--- src/rtl/screen_rx.sv ---
//-----------------------------------------------------------------------------
// screen_rx -- 8N1 UART receiver driven by a 16x oversampling enable.
//
// The serial line is brought into the clk domain through a two-flop
// synchronizer (rx_s).  A falling edge on an idle line starts a frame.  The
// start bit is confirmed at its centre.  The eight data bits (LSB first) and
// the stop bit are then sampled one bit period apart.  A good stop bit
// publishes the byte with a one-clk data_valid pulse.  A bad stop bit gives a
// one-clk frame_err pulse and leaves data_out untouched.  The receiver goes
// back to IDLE at the centre of the stop bit, so a start bit that follows
// with no idle gap is still caught.
//
// Parameters
//   OVERSAMPLE   baud_tick16 pulses per bit period (only 16 is supported)
//
// Ports
//   clk          system clock, all logic on the rising edge
//   rst          synchronous, active-high reset
//   baud_tick16  one-clk enable pulse at 16x the baud rate
//   uart_rx      asynchronous serial input, idle high
//   data_out     last correctly received byte
//   data_valid   one-clk pulse when data_out has just been updated
//   frame_err    one-clk pulse when a stop bit is sampled low
//   busy         high while a frame is in progress (registered)
//
// Build option
//   SCREEN_RX_MAJORITY_EN  when defined, each sample is the 2-of-3 majority
//                          of rx_s on the three ticks that end at the sample
//                          point.  When undefined, each sample is rx_s on the
//                          sample-point tick only.
//-----------------------------------------------------------------------------
`timescale 1ns/1ps

module screen_rx #(
    parameter int OVERSAMPLE = 16
) (
    input  logic       clk,
    input  logic       rst,
    input  logic       baud_tick16,
    input  logic       uart_rx,
    output logic [7:0] data_out,
    output logic       data_valid,
    output logic       frame_err,
    output logic       busy
);

    localparam int DATA_W = 8;

    // The start bit is checked half a bit after the edge.  Every later
    // sample is taken one full bit period after the previous one.
    localparam logic [3:0] CNT_MID  = 4'(OVERSAMPLE / 2 - 1);
    localparam logic [3:0] CNT_LAST = 4'(OVERSAMPLE - 1);

    typedef enum logic [1:0] {
        IDLE  = 2'd0,
        START = 2'd1,
        DATA  = 2'd2,
        STOP  = 2'd3
    } state_t;

    state_t              state;
    state_t              state_nxt;
    logic [3:0]          cnt;
    logic [3:0]          cnt_nxt;
    logic [2:0]          idx;
    logic [2:0]          idx_nxt;
    logic [DATA_W-1:0]   shreg;
    logic [DATA_W-1:0]   shreg_nxt;

    logic                rx_meta_p0;
    logic                rx_s;
    logic                rx_prev;
    logic                fall;
    logic                samp;
    logic                stop_hit;
    logic                dv_nxt;
    logic                fe_nxt;

    assign fall = rx_prev & ~rx_s;

`ifdef SCREEN_RX_MAJORITY_EN
    // rx_s as it was on the two ticks just before the current one.
    logic [1:0] hist;

    function automatic logic maj3(input logic a, input logic b, input logic c);
        return (a & b) | (a & c) | (b & c);
    endfunction

    always_ff @(posedge clk) begin
        if (rst) begin
            hist <= 2'b11;
        end else if (baud_tick16) begin
            hist <= {hist[0], rx_s};
        end
    end

    assign samp = maj3(hist[1], hist[0], rx_s);
`else
    assign samp = rx_s;
`endif

    //-------------------------------------------------------------------------
    // State register, synchronizer and registered outputs
    //-------------------------------------------------------------------------
    always_ff @(posedge clk) begin
        if (rst) begin
            rx_meta_p0 <= 1'b1;
            rx_s       <= 1'b1;
            rx_prev    <= 1'b1;
            state      <= IDLE;
            cnt        <= 4'd0;
            idx        <= 3'd0;
            shreg      <= '0;
            data_out   <= 8'h00;
            data_valid <= 1'b0;
            frame_err  <= 1'b0;
            busy       <= 1'b0;
        end else begin
            rx_meta_p0 <= uart_rx;
            rx_s       <= rx_meta_p0;
            rx_prev    <= rx_s;
            state      <= state_nxt;
            cnt        <= cnt_nxt;
            idx        <= idx_nxt;
            shreg      <= shreg_nxt;
            data_valid <= dv_nxt;
            frame_err  <= fe_nxt;
            // busy follows the next state so that it drops together with
            // the data_valid / frame_err pulse.
            busy       <= (state_nxt != IDLE);
            if (dv_nxt) begin
                data_out <= shreg;
            end
        end
    end

    //-------------------------------------------------------------------------
    // Next-state logic
    //-------------------------------------------------------------------------
    always_comb begin
        state_nxt = state;
        cnt_nxt   = cnt;
        idx_nxt   = idx;
        shreg_nxt = shreg;

        case (state)
            IDLE: begin
                // The edge is taken on any clk, tick or not.
                if (fall) begin
                    state_nxt = START;
                    cnt_nxt   = 4'd0;
                end
            end

            START: begin
                if (baud_tick16) begin
                    if (cnt == CNT_MID) begin
                        cnt_nxt   = 4'd0;
                        idx_nxt   = 3'd0;
                        // A start bit that is high again at its centre was a glitch.
                        state_nxt = samp ? IDLE : DATA;
                    end else begin
                        cnt_nxt = cnt + 4'd1;
                    end
                end
            end

            DATA: begin
                if (baud_tick16) begin
                    cnt_nxt = cnt + 4'd1;
                    if (cnt == CNT_LAST) begin
                        shreg_nxt[idx] = samp;
                        idx_nxt        = idx + 3'd1;
                        if (idx == 3'd7) begin
                            state_nxt = STOP;
                            cnt_nxt   = 4'd0;
                        end
                    end
                end
            end

            STOP: begin
                if (baud_tick16) begin
                    cnt_nxt = cnt + 4'd1;
                    // Leave at mid-stop-bit so a back-to-back start edge is seen.
                    if (cnt == CNT_LAST) begin
                        state_nxt = IDLE;
                        cnt_nxt   = 4'd0;
                    end
                end
            end

            default: begin
                state_nxt = IDLE;
                cnt_nxt   = 4'd0;
            end
        endcase
    end

    //-------------------------------------------------------------------------
    // Output decode: stop-bit verdict, registered on the next edge
    //-------------------------------------------------------------------------
    always_comb begin
        stop_hit = (state == STOP) && baud_tick16 && (cnt == CNT_LAST);
        dv_nxt   = stop_hit & samp;
        fe_nxt   = stop_hit & ~samp;
    end

endmodule

--- config.mk ---
export PLATFORM = sky130hd
export DESIGN_NAME = screen_rx
export DESIGN_NICKNAME = d
export VERILOG_FILES = /design/src/rtl/screen_rx.sv
export SDC_FILE = /design/constraint.sdc
export NUM_CORES = 1
export LEC_CHECK = 0
export ABC_AREA = 1
export CAP_MARGIN = 20
export CORE_AREA = 3 3 82 53
export CTS_CLUSTER_SIZE = 25
export DETAILED_ROUTE_END_ITERATION = 7
export DIE_AREA = 0 0 85 56
export SLEW_MARGIN = 0
export SYNTH_ARGS = -nofsm -noshare
export SYNTH_HDL_FRONTEND = slang
export SYNTH_SLANG_ARGS = --single-unit
--- constraint.sdc ---
create_clock -name clk -period 3.8 [get_ports clk]
set_input_delay 0.57 -clock clk [delete_from_list [all_inputs] [get_ports clk]]
set_output_delay 0.57 -clock clk [all_outputs]
set_load 0.01 [all_outputs]
After elaboration in Yosys (flattened, before gate mapping):

Index checks and enable logic that the tools add are counted.

* bits in registers: 31
* bits of input ports: 4
* output and inout port bits: 11

* reduce and logical (&&, ||, !) cells: 9
* equal/unequal tests: 12
* muxes and demuxes: 27
* magnitude comparators: 2
* bitwise logic cells: 4
* $add $sub $neg: 2

Operators with widths (number)
* $mux 4: 8
* $mux 2: 9
* $pmux 4 s4: 1
* $mux 3: 4
* $ne 2x2->1 const B: 6
* $bwmux 8: 1
* $pmux 2 s4: 1
* $pmux 3 s2: 1
* $reduce_and 5->1: 1
* $add 4x1->4 const B: 1
* $eq 2x2->1 const B: 2
* $eq 4x3->1 const B: 1
* $eq 4x4->1 const B: 1
* $lt 3x4->1 const B: 1
* $reduce_and 4->1: 1
* $reduce_bool 2->1: 2
* $add 3x1->3 const B: 1
* $and 1x1->1: 3
* $demux 1 s3: 1
* $eq 3x3->1 const B: 1
* $ge 3x1->1 const B: 1
* $logic_and 1x1->1: 3
* $reduce_and 3->1: 1
* $eq 2x1->1 const B: 1
* 3 further kinds: 3

Depth between registers and ports, before layout:

* word-level depth: 6
* gate-level depth with buffers: 10
* mapped depth without buffers: 9

Worst setup path before layout:

Ideal clock, no wire load.

* path kind: input -> register
* start point: input rst
* end point: register shreg[0]
* path buffers: 2
* cell stages on the path: 5
* slack: 2475 ps
* arrival: 1260 ps
* data required time: 3735 ps
* library setup time: 65 ps
* cell sequence: buf_2 > inv_1 > clkbuf_1 > o21ai_0 > nor2_1

RTL lines
* start, declared: line 38 `input logic rst,`
* end signal, assigned: line 125 `shreg <= shreg_nxt;`
* end, declared: line 67 `logic [DATA_W-1:0] shreg;`

==> results.cfg <==
[status]
status = complete, no violations

[timing]
setup_tns_ns = 0
fin_skew_ns = 0.00642
finalCritPeriodShare = 0.499
setup_viol = 0
maxSlewViolCount = 0
max_freq_mhz = 527
holdWs_ns = 0.408
min_period_ns = 1.90
rsz0062_at_grt = no
worst_pin_slew_ns = 0.642
hold_violations = 0
slew-limit-headroom = 0.571

[synthesis]
async_flop_share = 0
ys_seq_area_frac = 0.410
synth_area_um2 = 1520
synth_top_area_cell = dfxtp_1
avgSynthCellArea_um2 = 7.36
synth-seq-cells = 31
synth_area_leaders = dfxtp_1, nand2_1, nor2_1, nand3_1, inv_1
netlist-cell-type-count = 28
synthesis.instances = 206
ys_warn_count = 0
syn_nets = 213
synth_edf_count = 0
synth_top_area_share = 0.410
ys.flop_type = dfxtp_1

[floorplan]
die_area_um2 = 4760
fp.coreArea_um2 = 3640
rows = 17
pin_count = 15
die-width_um = 85
initial_utilization = 0.417
die-height_um = 56

[setup_path]
critPathCaptureType = register
path_max_fanout = 23
cp_data_required_time_ns = 4.02
critPathArrivalTime_ns = 2.12
r2r_slack_ns = 2.23
crit_type = input pin to register
critPathLaunchType = input pin

[layout]
stdcell_area_um2 = 1760
final_cell_mix = nand2_1, nor2_1, dfxtp_1, inv_1, nand3_1
final_common_cell = nand2_1
final_cells = 270
nets = 229
finalCoreUtilization = 0.484
n_antenna_cell = 0
drive_above_1_share = 0.0987
area_growth_pct = 16.1

[global_routing]
grt-ovfl-total = 0
grt_usage = 0.131
antenna_found_initial = 0
grt_pass1_vias = 1080
grt_max_degree = 24
grt_pass1_wl_um = 5060

[clock_tree]
cts_sinks = 31
clkLatencyLatePin_ns = 0.28
cts_resized = 0
cts_root_buffer = clkbuf_8
numCtsBuffers = 5
clk_transition_reported_paths_ns = 0.06
cts_setup_buffers = 0
h-tree-depth = 2
hold_buffers = 0
clockBufferDepth = 2
cts_tree = yes

[placement]
finalWeightedCongestion = 0.797
io_buffers = 14
hpwl_um = 2170
placed_area_um2 = 1680
placed_cells = 262

[power_and_ir_drop]
power_leakage_nw = 0.776
intPower_w = 0.000465
power_density_nw_per_um2 = 339
p_comb_frac = 0.043
clockPowerShare = 0.405
max-vdd-ir-drop_mv = 0.243
sequentialPowerShare = 0.552
netSwitchingFraction = 0.221
power.switching_w = 0.000132

[routing]
routedWlPerCell_um = 10.7
vias = 1244
firstDrtPassIters = 4
drtIter0Drc = 76
wl_um = 2880
ant_nets = 0
drc = 0
viasPerCell = 4.61

[run]
cap_viol_max_count = 0

[worst_hold_path]
holdCritPathClass = register to register
-- path summary, 6_finish.rpt --
check	cells after the start	endpoint	startpoint
max	5	cnt[1]	rst
min	1	rx_s	rx_meta_p0
max reg2reg	6	data_out[4]	cnt[0]
min reg2reg	1	rx_s	rx_meta_p0
-- per-stage QoR --
step,worst slack (ns),power [W]
floorplan,2.48,0.000354
global placement,1.67,0.000362
detailed placement,1.62,0.000362
CTS,1.90,0.000603
global route,1.74,0.000625
finish,1.90,0.000597
-- state kept, by name (all words and copies together) (netlist names) --
name	count
rx_s	1
frame_err	1
data_out	8
state	2
rx_meta_p0	1
data_valid	1
cnt	4
rx_prev	1
busy	1
idx	3
shreg	8
-- power by group through the flow --
| stage | registers [W] | logic, W | clock network [W] |
|---|---|---|---|
| floorplan | 0.000336 | 0.0000186 | 0 |
| global route | 0.000330 | 0.0000290 | 0.000266 |
| global placement | 0.000337 | 0.0000256 | 0 |
| detailed placement | 0.000337 | 0.0000255 | 0 |
| finish | 0.000330 | 0.0000254 | 0.000242 |
| CTS | 0.000330 | 0.0000255 | 0.000248 |
-- kinds of logic (layout without fill, tap and decap cells) --
group                    after synthesis  in the layout  share of synthesized area
buffers and inverters                 29             46                     0.0884
adder cells (fa/ha/maj)                3              3                     0.0248
flip-flops                            31             31                      0.410
AND/OR/NAND/NOR                      118            118                      0.388
AO/OA/AOI/OAI                         25             25                     0.0892
-- synth_stat cells (2+ instances only) --
cell and n:
a21oi_1 5, nand2_4 2, nand2_2 4, nand2_1 40
a21boi_0 2, dfxtp_1 31, nor2_1 35, nor3_1 2
a31oi_1 4, nand3b_1 2, ha_1 3, inv_1 22
nand4_1 3, nand3_4 2, nand3_1 22, or2_2 2
nor2_8 2, o21ai_0 13
-- layer usage --
metal / global-route usage / vias to the layer above / wire (um)
met5: 0 / - / 0
met4: 0.0339 / 0 / 8
met2: 0.153 / 17 / 985
met1: 0.213 / 532 / 1770
met3: 0.0444 / 2 / 117
li1: - / 693 / -
-- worst max-delay path, cell delays in order --
cell             delay (ns)
clkdlybuf4s50_1        0.56
inv_1                  0.55
nand3_1                0.18
nand3b_1               0.19
nand2_1                0.06
-- layout make-up --
| class | count | area [um^2] |
|---|---|---|
| Clock buffer | 7 | 76.3 |
| Clock inverter | 1 | 5.00 |
| Fill cell | 358 | 1880 |
| Inverter | 24 | 97.6 |
| Multi-Input combinational cell | 146 | 761 |
| Sequential cell | 31 | 621 |
| Tap cell | 47 | 58.8 |
| Timing Repair Buffer | 14 | 140 |
Note: power is estimated with default switching activity, not from simulation.
